## config.mk

```make
export PLATFORM = sky130hd
export DESIGN_NAME = ad100_fetch
export DESIGN_NICKNAME = d
export VERILOG_FILES = /design/src/rtl/ad100_pkg.sv /design/src/rtl/ad100_fetch_fifo.sv /design/src/rtl/ad100_fetch.sv
export SDC_FILE = /design/constraint.sdc
export NUM_CORES = 1
export LEC_CHECK = 0
export BUFFER_PORTS_ARGS = -buffer_cell sky130_fd_sc_hd__buf_4
export CAP_MARGIN = 20
export CORE_AREA = 5 5 137 139
export DETAILED_ROUTE_END_ITERATION = 16
export DIE_AREA = 0 0 142 144
export PLACE_DENSITY = 0.78
export SYNTH_ARGS = -nofsm -noshare
export SYNTH_HDL_FRONTEND = slang
export SYNTH_SLANG_ARGS = --single-unit
export TNS_END_PERCENT = 50
```

## constraint.sdc

```tcl
create_clock -name clk -period 11.17 [get_ports clk]
set_clock_uncertainty 0.2 [all_clocks]
set_input_delay 2.234 -clock clk [delete_from_list [all_inputs] [get_ports clk]]
set_output_delay 2.234 -clock clk [all_outputs]
set_load 0.005 [all_outputs]
```

## src/rtl/ad100_pkg.sv

```systemverilog
// ad100 shared types and constants.
// XLEN, default reset PC, fetch buffer entry.
package ad100_pkg;

  localparam int XLEN = 32;

  localparam logic [XLEN-1:0] AD100_RESET_PC =
    32'h0000_0000;

  typedef struct packed {
    logic [XLEN-1:0] pc;
    logic [XLEN-1:0] inst;
  } fetch_entry_t;

endpackage

```

## src/rtl/ad100_fetch_fifo.sv

```systemverilog
// ad100 fetch: small synchronous FIFO with flush.
// Flush wins over push and pop in the same cycle.
module ad100_fetch_fifo
  import ad100_pkg::*;
#(
  parameter int  DEPTH = 2,
  parameter type T     = fetch_entry_t
) (
  input  logic                         clk,
  input  logic                         reset,
  input  logic                         push,
  input  logic                         pop,
  input  logic                         flush,
  input  T                             wdata,
  output T                             rdata,
  output logic [$clog2(DEPTH+1)-1:0]  count
);

  localparam int AW = $clog2(DEPTH);
  localparam int CW = $clog2(DEPTH+1);

  T              mem [DEPTH];
  logic [AW-1:0] wptr;
  logic [AW-1:0] rptr;
  logic          wen;
  logic          ren;

  assign wen = push & ~flush;
  assign ren = pop & ~flush & (count != '0);

  always_ff @(posedge clk) begin
    if (reset) begin
      wptr  <= '0;
      rptr  <= '0;
      count <= '0;
    end else if (flush) begin
      wptr  <= rptr;
      count <= '0;
    end else begin
      if (wen) wptr <= wptr + AW'(1);
      if (ren) rptr <= rptr + AW'(1);
      count <= count + CW'(wen) - CW'(ren);
    end
  end

  always_ff @(posedge clk) begin
    if (wen) mem[wptr] <= wdata;
  end

  assign rdata = mem[rptr];

  a_no_overflow: assert property (
    @(posedge clk) disable iff (reset)
    !(wen && count == CW'(DEPTH)));

endmodule

```

## src/rtl/ad100_fetch.sv

```systemverilog
// ad100 instruction fetch with prefetch FIFO and redirect.
// Optional FETCH_MISALIGN_EN adds misalign_fault.
module ad100_fetch
  import ad100_pkg::*;
#(
  parameter logic [XLEN-1:0] RESET_PC = AD100_RESET_PC,
  parameter int              DEPTH    = 2
) (
  input  logic            clk,
  input  logic            reset,
  output logic            imem_req,
  output logic [XLEN-3:0] imem_addr,
  input  logic            imem_gnt,
  input  logic            imem_rvalid,
  input  logic [XLEN-1:0] imem_rdata,
  output logic            inst_valid,
  input  logic            inst_ready,
  output logic [XLEN-1:0] inst_data,
  output logic [XLEN-1:0] inst_pc,
  input  logic            redirect_valid,
  input  logic [XLEN-1:0] redirect_pc
`ifdef FETCH_MISALIGN_EN
  ,
  output logic            misalign_fault
`endif
);

  localparam int CW = $clog2(DEPTH+1);

  logic [XLEN-1:0] fetch_pc;
  logic [CW-1:0]   outstanding;
  logic [CW-1:0]   outstanding_nxt;
  logic [CW-1:0]   discard;
  logic [CW-1:0]   count;
  logic [CW-1:0]   qcount;
  logic [CW:0]     used;
  logic            grant;
  logic            drop;
  logic            push;
  logic            pop;
  logic            fault;
  logic [XLEN-1:0] qpc;
  fetch_entry_t    wentry;
  fetch_entry_t    head;

`ifdef FETCH_MISALIGN_EN
  logic fault_q;

  always_ff @(posedge clk) begin
    if (reset) begin
      fault_q <= 1'b0;
    end else if (redirect_valid) begin
      fault_q <= redirect_pc[1:0] != 2'b00;
    end
  end

  assign fault          = fault_q;
  assign misalign_fault = fault_q;
`else
  assign fault = 1'b0;
`endif

  // credit uses registered state only
  assign used = {1'b0, count} + {1'b0, outstanding};

  assign imem_req = ~reset & ~redirect_valid & ~fault &
                    (used < (CW+1)'(DEPTH));
  assign imem_addr = fetch_pc[XLEN-1:2];

  assign grant = imem_req & imem_gnt;
  assign drop  = imem_rvalid & (discard != '0);
  assign push  = imem_rvalid & ~drop;

  assign inst_valid = count != '0;
  assign pop        = inst_valid & inst_ready;
  assign inst_data  = inst_valid ? head.inst : '0;
  assign inst_pc    = inst_valid ? head.pc : '0;

  assign wentry = '{pc: qpc, inst: imem_rdata};

  assign outstanding_nxt = outstanding + CW'(grant) -
                           CW'(imem_rvalid);

  always_ff @(posedge clk) begin
    if (reset) begin
      fetch_pc    <= RESET_PC;
      outstanding <= '0;
      discard     <= '0;
    end else begin
      outstanding <= outstanding_nxt;
      if (redirect_valid) begin
        fetch_pc <= redirect_pc & ~XLEN'(3);
        discard  <= outstanding_nxt;
      end else begin
        if (grant) fetch_pc <= fetch_pc + XLEN'(4);
        if (drop)  discard  <= discard - CW'(1);
      end
    end
  end

  ad100_fetch_fifo #(
    .DEPTH (DEPTH),
    .T     (fetch_entry_t)
  ) u_buf (
    .clk   (clk),
    .reset (reset),
    .push  (push),
    .pop   (pop),
    .flush (redirect_valid),
    .wdata (wentry),
    .rdata (head),
    .count (count)
  );

  // tags in-flight requests; never flushed, stale tags pop on return
  ad100_fetch_fifo #(
    .DEPTH (DEPTH),
    .T     (logic [XLEN-1:0])
  ) u_pcq (
    .clk   (clk),
    .reset (reset),
    .push  (grant),
    .pop   (imem_rvalid),
    .flush (1'b0),
    .wdata (fetch_pc),
    .rdata (qpc),
    .count (qcount)
  );

  a_tags_match: assert property (
    @(posedge clk) disable iff (reset)
    qcount == outstanding);

endmodule

```

==> results of run 1 <==
-- cell type report --
| cell class | count | area share |
|---|---|---|
| inverter | 17 | 0.00558 |
| clock inverter | 13 | 0.00754 |
| multi-input combinational | 379 | 0.237 |
| sequential | 228 | 0.560 |
| clock buffer | 28 | 0.0519 |
| tap | 229 | 0.0250 |
| timing repair buffer | 170 | 0.113 |
-- worst min-delay path: cells and delay by family, from the launching register on --
family           cells  cell delay (ps)
XOR/XNOR             1               80
flip-flops           1              330
AND/OR/NAND/NOR      1               80
-- layout by cell type, fill, tap and decap left out, drive strengths merged, types with 10 or more instances in the layout --
cell type | synthesis | layout
edfxtp | 184 | 184
buf | 8 | 170
nor2 | 98 | 98
mux2i | 62 | 62
dfxtp | 44 | 44
mux2 | 30 | 30
clkbuf | 27 | 28
nand2 | 23 | 23
inv | 16 | 16
a211oi | 15 | 15
xnor2 | 14 | 14
clkinv | 1 | 12
nor4 | 10 | 10
a311oi | 10 | 10
-- where the power goes --
| group | leakage [nW] | switching, mW | internal, mW |
|---|---|---|---|
| combinational | 1.73 | 0.103 | 0.0974 |
| sequential | 2.05 | 0.0305 | 0.976 |
| clock | 0.335 | 0.297 | 0.400 |
-- final timing paths --
path | start | end | slack (ps) | cells after the start
worst min register to register | u_pcq.rptr | flop | 320 | 2
worst min-delay path | u_pcq.rptr | flop | 320 | 2
worst max register to register | u_buf.count[0] | discard[1] | 7470 | 11
worst max-delay path | reset | imem_req | 5840 | 3
-- sequential cells by signal (all words and copies together), names as in the netlist, named ones only --
name / flops
u_pcq.count: 2
discard: 2
u_buf.rptr: 1
u_buf.mem: 124
u_pcq.rptr: 1
fetch_pc: 30
u_buf.count: 2
u_buf.wptr: 1
u_pcq.wptr: 1
outstanding: 2
u_pcq.mem: 60
-- cell families after synthesis --
| kind of cell | share of synthesized area |
|---|---|
| simple gates | 0.105 |
| xor+xnor | 0.0217 |
| compound gates | 0.0459 |
| fa+ha+maj | 0.0129 |
| other cells | 0.000403 |
| buf+inv | 0.0219 |
| flops | 0.689 |
| mux | 0.103 |
-- metal layers --
metal / wire (um) / up-vias / GRT usage
met5: 0 / - / 0
met3: 1530 / 50 / 0.0347
met2: 10500 / 260 / 0.342
li1: - / 2783 / -
met1: 8130 / 2903 / 0.257
met4: 622 / 0 / 0.0722
==> flow_summary.yaml, run 1 <==
status:
  status: "finished clean"
logic_synthesis:
  synthTopCellsByArea: "edfxtp_1 (59%), dfxtp_1 (9.5%), mux2i_1 (6.7%)"
  ys_types: 54
  syn-cell-area_um2: 9300
  ys.flop_type: "edfxtp_1"
  synth_edf_count: 184
  synth_top_area_frac: 0.594
  async_reset_ff_frac: 0
  postSynthAreaPerCell_um2: 14.1
  yosysTopAreaCell: "edfxtp_1"
  ys_ff_latch: 228
  synth.most_common_cell: "edfxtp_1"
  synth_cells: 658
  synth_common_cells: "edfxtp_1 (184), nor2_1 (98), mux2i_1 (62)"
  ys_warn_count: 0
  ys_seq_area_frac: 0.689
die:
  die_y_um: 144
  start_util: 0.530
  die_x_um: 142
  dieArea_um2: 20400
  core_um2: 17500
  std_cell_rows: 49
  pin_count: 166
sta:
  worstMarginPinSlew_ps: 868
  max_slew_margin: 0.421
  hold_viol_final: 0
  finalSetupTns_ps: 0
  setup_slack_ps: 5840
  period_minus_slack_ps: 5330
  setup_viol: 0
  clock.fmax_ghz: 0.188
  holdWs_ps: 322
  rsz0062_at_grt: "no"
  slew_violations: 0
  post-route-period-util: 0.477
worst_setup_path:
  cp_common_cell: "buf_4"
  crit_slowest_cell: "buf_4"
  cp.required_ps: 8740
  path_max_fanout: 46
  crit_chain: "buf_4 -> nor4_1 -> buf_4"
  startpoint_type: "input pin"
  critical_path.top_delay_family: "buffers and inverters"
  cp-end-kind: "primary output"
  critPathMaxStageDelay_ps: 410
  worstSetupPathType: "input pin to primary output"
  critPathBufInv: 2
  cp.arrival_ps: 2900
cts:
  cts_hold_buf: 0
  htreeDepth: 1
  clockBufferDepth: 3
  cts_buffers: 23
  clk_latency_ps: 490
  cts_resized: 0
  clkSinkCount: 228
  cts_setup_buffers: 0
  cts_root_buf: "clkbuf_16"
  cts_tree: "yes"
  path_clk_slew_ps: 60
pwr:
  max-vdd-ir-drop_v: 0.000107
  total_leakage_power_nw: 4.11
  p_per_area_nw_per_um2: 166
  power_mw: 1.90
worst_hold_path:
  hold_path.class: "flop to flop"
placement:
  dp_cells: 1022
  hpwl_mm: 13.3
  placed_area_um2: 10700
  place_ws_ps: 5850
  portBuffers: 161
  place_congestion: 0.832
layout:
  finish.utilization: 0.653
  multiInputGateArea_um2: 2710
  drive_gt1_frac: 0.290
  ff_latch_area_um2: 6410
  fillCellCount: 1303
  final_cell_area_um2: 11400
  nNetsFinal: 898
  antenna-diode-count: 0
  fin_cells: 1064
  area_growth_pct: 23.1
route:
  wl_per_cell_um: 19.5
  antenna_left: 0
  dr.pass1.iters: 7
  drt_wl_total_mm: 20.8
  vias_per_cell: 5.64
  vias: 5996
  drcViolationCount: 0
  dr.first_iter.drc_count: 507
grt:
  grt_pass1_wl_mm: 32.6
  grt_usage: 0.199
  antenna_found_initial: 0
  grt_overflow: 0
  grt_max_degree: 64
  grt_pass1_vias: 6208
run:
  max_cap_violations: 0
No activity file was read; power rests on OpenSTA's default activity.
==> run 2, diff against run 1 <==
--- a/config.mk
+++ b/config.mk
@@ -5,12 +5,13 @@
 export SDC_FILE = /design/constraint.sdc
 export NUM_CORES = 1
 export LEC_CHECK = 0
+export ABC_AREA = 1
 export BUFFER_PORTS_ARGS = -buffer_cell sky130_fd_sc_hd__buf_4
 export CAP_MARGIN = 20
-export CORE_AREA = 5 5 137 139
+export CORE_AREA = 5 5 144 146
 export DETAILED_ROUTE_END_ITERATION = 16
-export DIE_AREA = 0 0 142 144
-export PLACE_DENSITY = 0.78
+export DIE_AREA = 0 0 149 151
+export PLACE_DENSITY = 0.77
 export SYNTH_ARGS = -nofsm -noshare
 export SYNTH_HDL_FRONTEND = slang
 export SYNTH_SLANG_ARGS = --single-unit
==> constraint.sdc (replaced) <==
create_clock -name clk -period 4.85 [get_ports clk]
set_clock_uncertainty 0.2 [all_clocks]
set_input_delay 0.97 -clock clk [delete_from_list [all_inputs] [get_ports clk]]
set_output_delay 0.97 -clock clk [all_outputs]
set_load 0.005 [all_outputs]
==> run 2 against run 1 <==
  * Cell area grew 4.5%
  * Highest routed layer unchanged
  * Routed wire length increased by 4.7%
  * Combinational power is 150% higher
  * Synthesized cell count is 35% higher
  * Die area rose by 10%
  * Global-route usage fell by 1.2 points
  * Non-clock buffer count did not move
==> flow_summary.yaml, run 2 <==
layout:
  fillCellCount: 1539
  drive_gt1_frac: 0.255
  largest_reg_flops: 124
  nNetsFinal: 1128
  area_growth_pct: 24.2
  final_common_cell: "nand2_1"
  layout.cells.most_common_list: "nand2_1 (254), edfxtp_1 (184), buf_4 (169)"
  ff_latch_area_um2: 6410
  final_cell_area_um2: 12000
  largest_registers: "u_buf.mem x124, u_pcq.mem x60, fetch_pc x30"
  largest_register: "u_buf.mem"
  fin_cells: 1332
  multiInputGateArea_um2: 2800
  antenna-diode-count: 0
cts:
  cts_root_buf: "clkbuf_16"
  cts_setup_buffers: 0
  cts_buffers: 24
  clk_latency_ps: 500
  path_clk_slew_ps: 60
  clkSinkCount: 228
  cts_resized: 0
  cts_hold_buf: 0
  cts_tree: "yes"
  htreeDepth: 1
  clockBufferDepth: 3
grt:
  grt_max_degree: 63
  grt_usage: 0.187
  grt_pass1_wl_mm: 33.4
  grt_pass1_vias: 6514
  antenna_found_initial: 0
  grt_overflow: 0
logic_synthesis:
  ys_types: 36
  synth.most_common_cell: "nand2_1"
  synth_cells: 887
  ys_ff_latch: 228
  ys_seq_area_frac: 0.665
  synth_edf_count: 184
  ys_warn_count: 0
  synth_common_cells: "nand2_1 (254), edfxtp_1 (184), a21oi_1 (91)"
  synthTopCellsByArea: "edfxtp_1 (57%), nand2_1 (9.9%), dfxtp_1 (9.1%)"
  yosysTopAreaCell: "edfxtp_1"
  async_reset_ff_frac: 0
  syn-cell-area_um2: 9630
  ys.flop_type: "edfxtp_1"
  synth_top_area_frac: 0.574
  postSynthAreaPerCell_um2: 10.9
placement:
  place_congestion: 0.883
  dp_cells: 1288
  portBuffers: 161
  hpwl_mm: 14.4
  placed_area_um2: 11100
  place_ws_ps: 1740
sta:
  period_minus_slack_ps: 3390
  setup_slack_ps: 1460
  max_slew_margin: 0.469
  finalSetupTns_ps: 0
  worstMarginPinSlew_ps: 794
  hold_viol_final: 0
  post-route-period-util: 0.700
  slew_violations: 0
  clock.fmax_ghz: 0.295
  rsz0062_at_grt: "no"
  setup_viol: 0
  holdWs_ps: 255
route:
  vias: 6748
  vias_per_cell: 5.07
  antenna_left: 0
  dr.first_iter.drc_count: 417
  wl_per_cell_um: 16.3
  dr.pass1.iters: 5
  drcViolationCount: 0
  drt_wl_total_mm: 21.7
worst_setup_path:
  startpoint_type: "flop"
  cp-end-kind: "primary output"
  cp.arrival_ps: 2220
  path_max_fanout: 41
  cp.required_ps: 3680
  critPathLaunch: "u_buf.count[0]"
  regToRegStartpoint: "u_buf.count[0]"
  worstSetupPathType: "flop to primary output"
die:
  die_x_um: 149
  die_y_um: 151
  std_cell_rows: 51
  core_um2: 19300
  pin_count: 166
  start_util: 0.500
  dieArea_um2: 22500
pwr:
  total_leakage_power_nw: 4.67
  p_per_area_nw_per_um2: 394
  max-vdd-ir-drop_v: 0.000269
run:
  max_cap_violations: 0
status:
  status: "finished clean"
worst_hold_path:
  hold_path.class: "flop to flop"
  hold_start: "u_pcq.count[1]"
-- run 2: layout make-up --
cell class | instances | share of cell area
inverters | 78 | 0.0245
repair buffers | 170 | 0.108
well taps | 265 | 0.0277
clock inverters | 10 | 0.0138
flip-flops and latches | 228 | 0.536
multi-input cells | 547 | 0.234
clock buffers | 34 | 0.0568
-- run 2: final timing paths --
| kind | cells after the start | endpoint | slack (ps) |
|---|---|---|---|
| hold / removal | 1 | u_pcq.count[1] | 250 |
| setup reg to reg | 10 | u_pcq.count[1] | 2070 |
| setup / recovery | 4 | inst_pc[8] | 1460 |
| hold reg to reg | 1 | u_pcq.count[1] | 250 |
-- run 2: power breakdown --
group          internal, mW  switching [mW]
Combinational         0.221           0.271
Sequential             2.25          0.0609
Clock                  1.19           0.715
-- run 2: per-layer routing --
metal	part of all wire	GRT usage	wire [um]
met1	0.41	0.235	8880
met5	0	0	0
met4	0.013	0.0467	291
met3	0.078	0.0353	1700
met2	0.50	0.335	10800
-- run 2: worst max-delay path: stages (launching register included) --
cell     delay, ps
dfxtp_1        350
nor2_4         530
buf_4          530
a21oi_1        120
buf_4          160
-- run 2: cells by family after synthesis --
logic type                 after synthesis  share of synthesized area
buffers and inverters                  113                     0.0470
AOI/OAI and AO/OA                      135                     0.0723
and+or+nand+nor                        363                      0.161
adders and majority gates                9                     0.0125
muxes                                   30                     0.0351
other                                    1                   0.000389
xor gates and xnor gates                 8                    0.00727
DFF                                    228                      0.665
-- run 2: metrics by stage --
step,utilization,total power [mW]
after global placement,0.577,2.83
after detailed placement,0.577,2.85
final,0.621,4.72
after global routing,0.621,4.90
after floorplan,-,2.65
after CTS,0.621,4.77
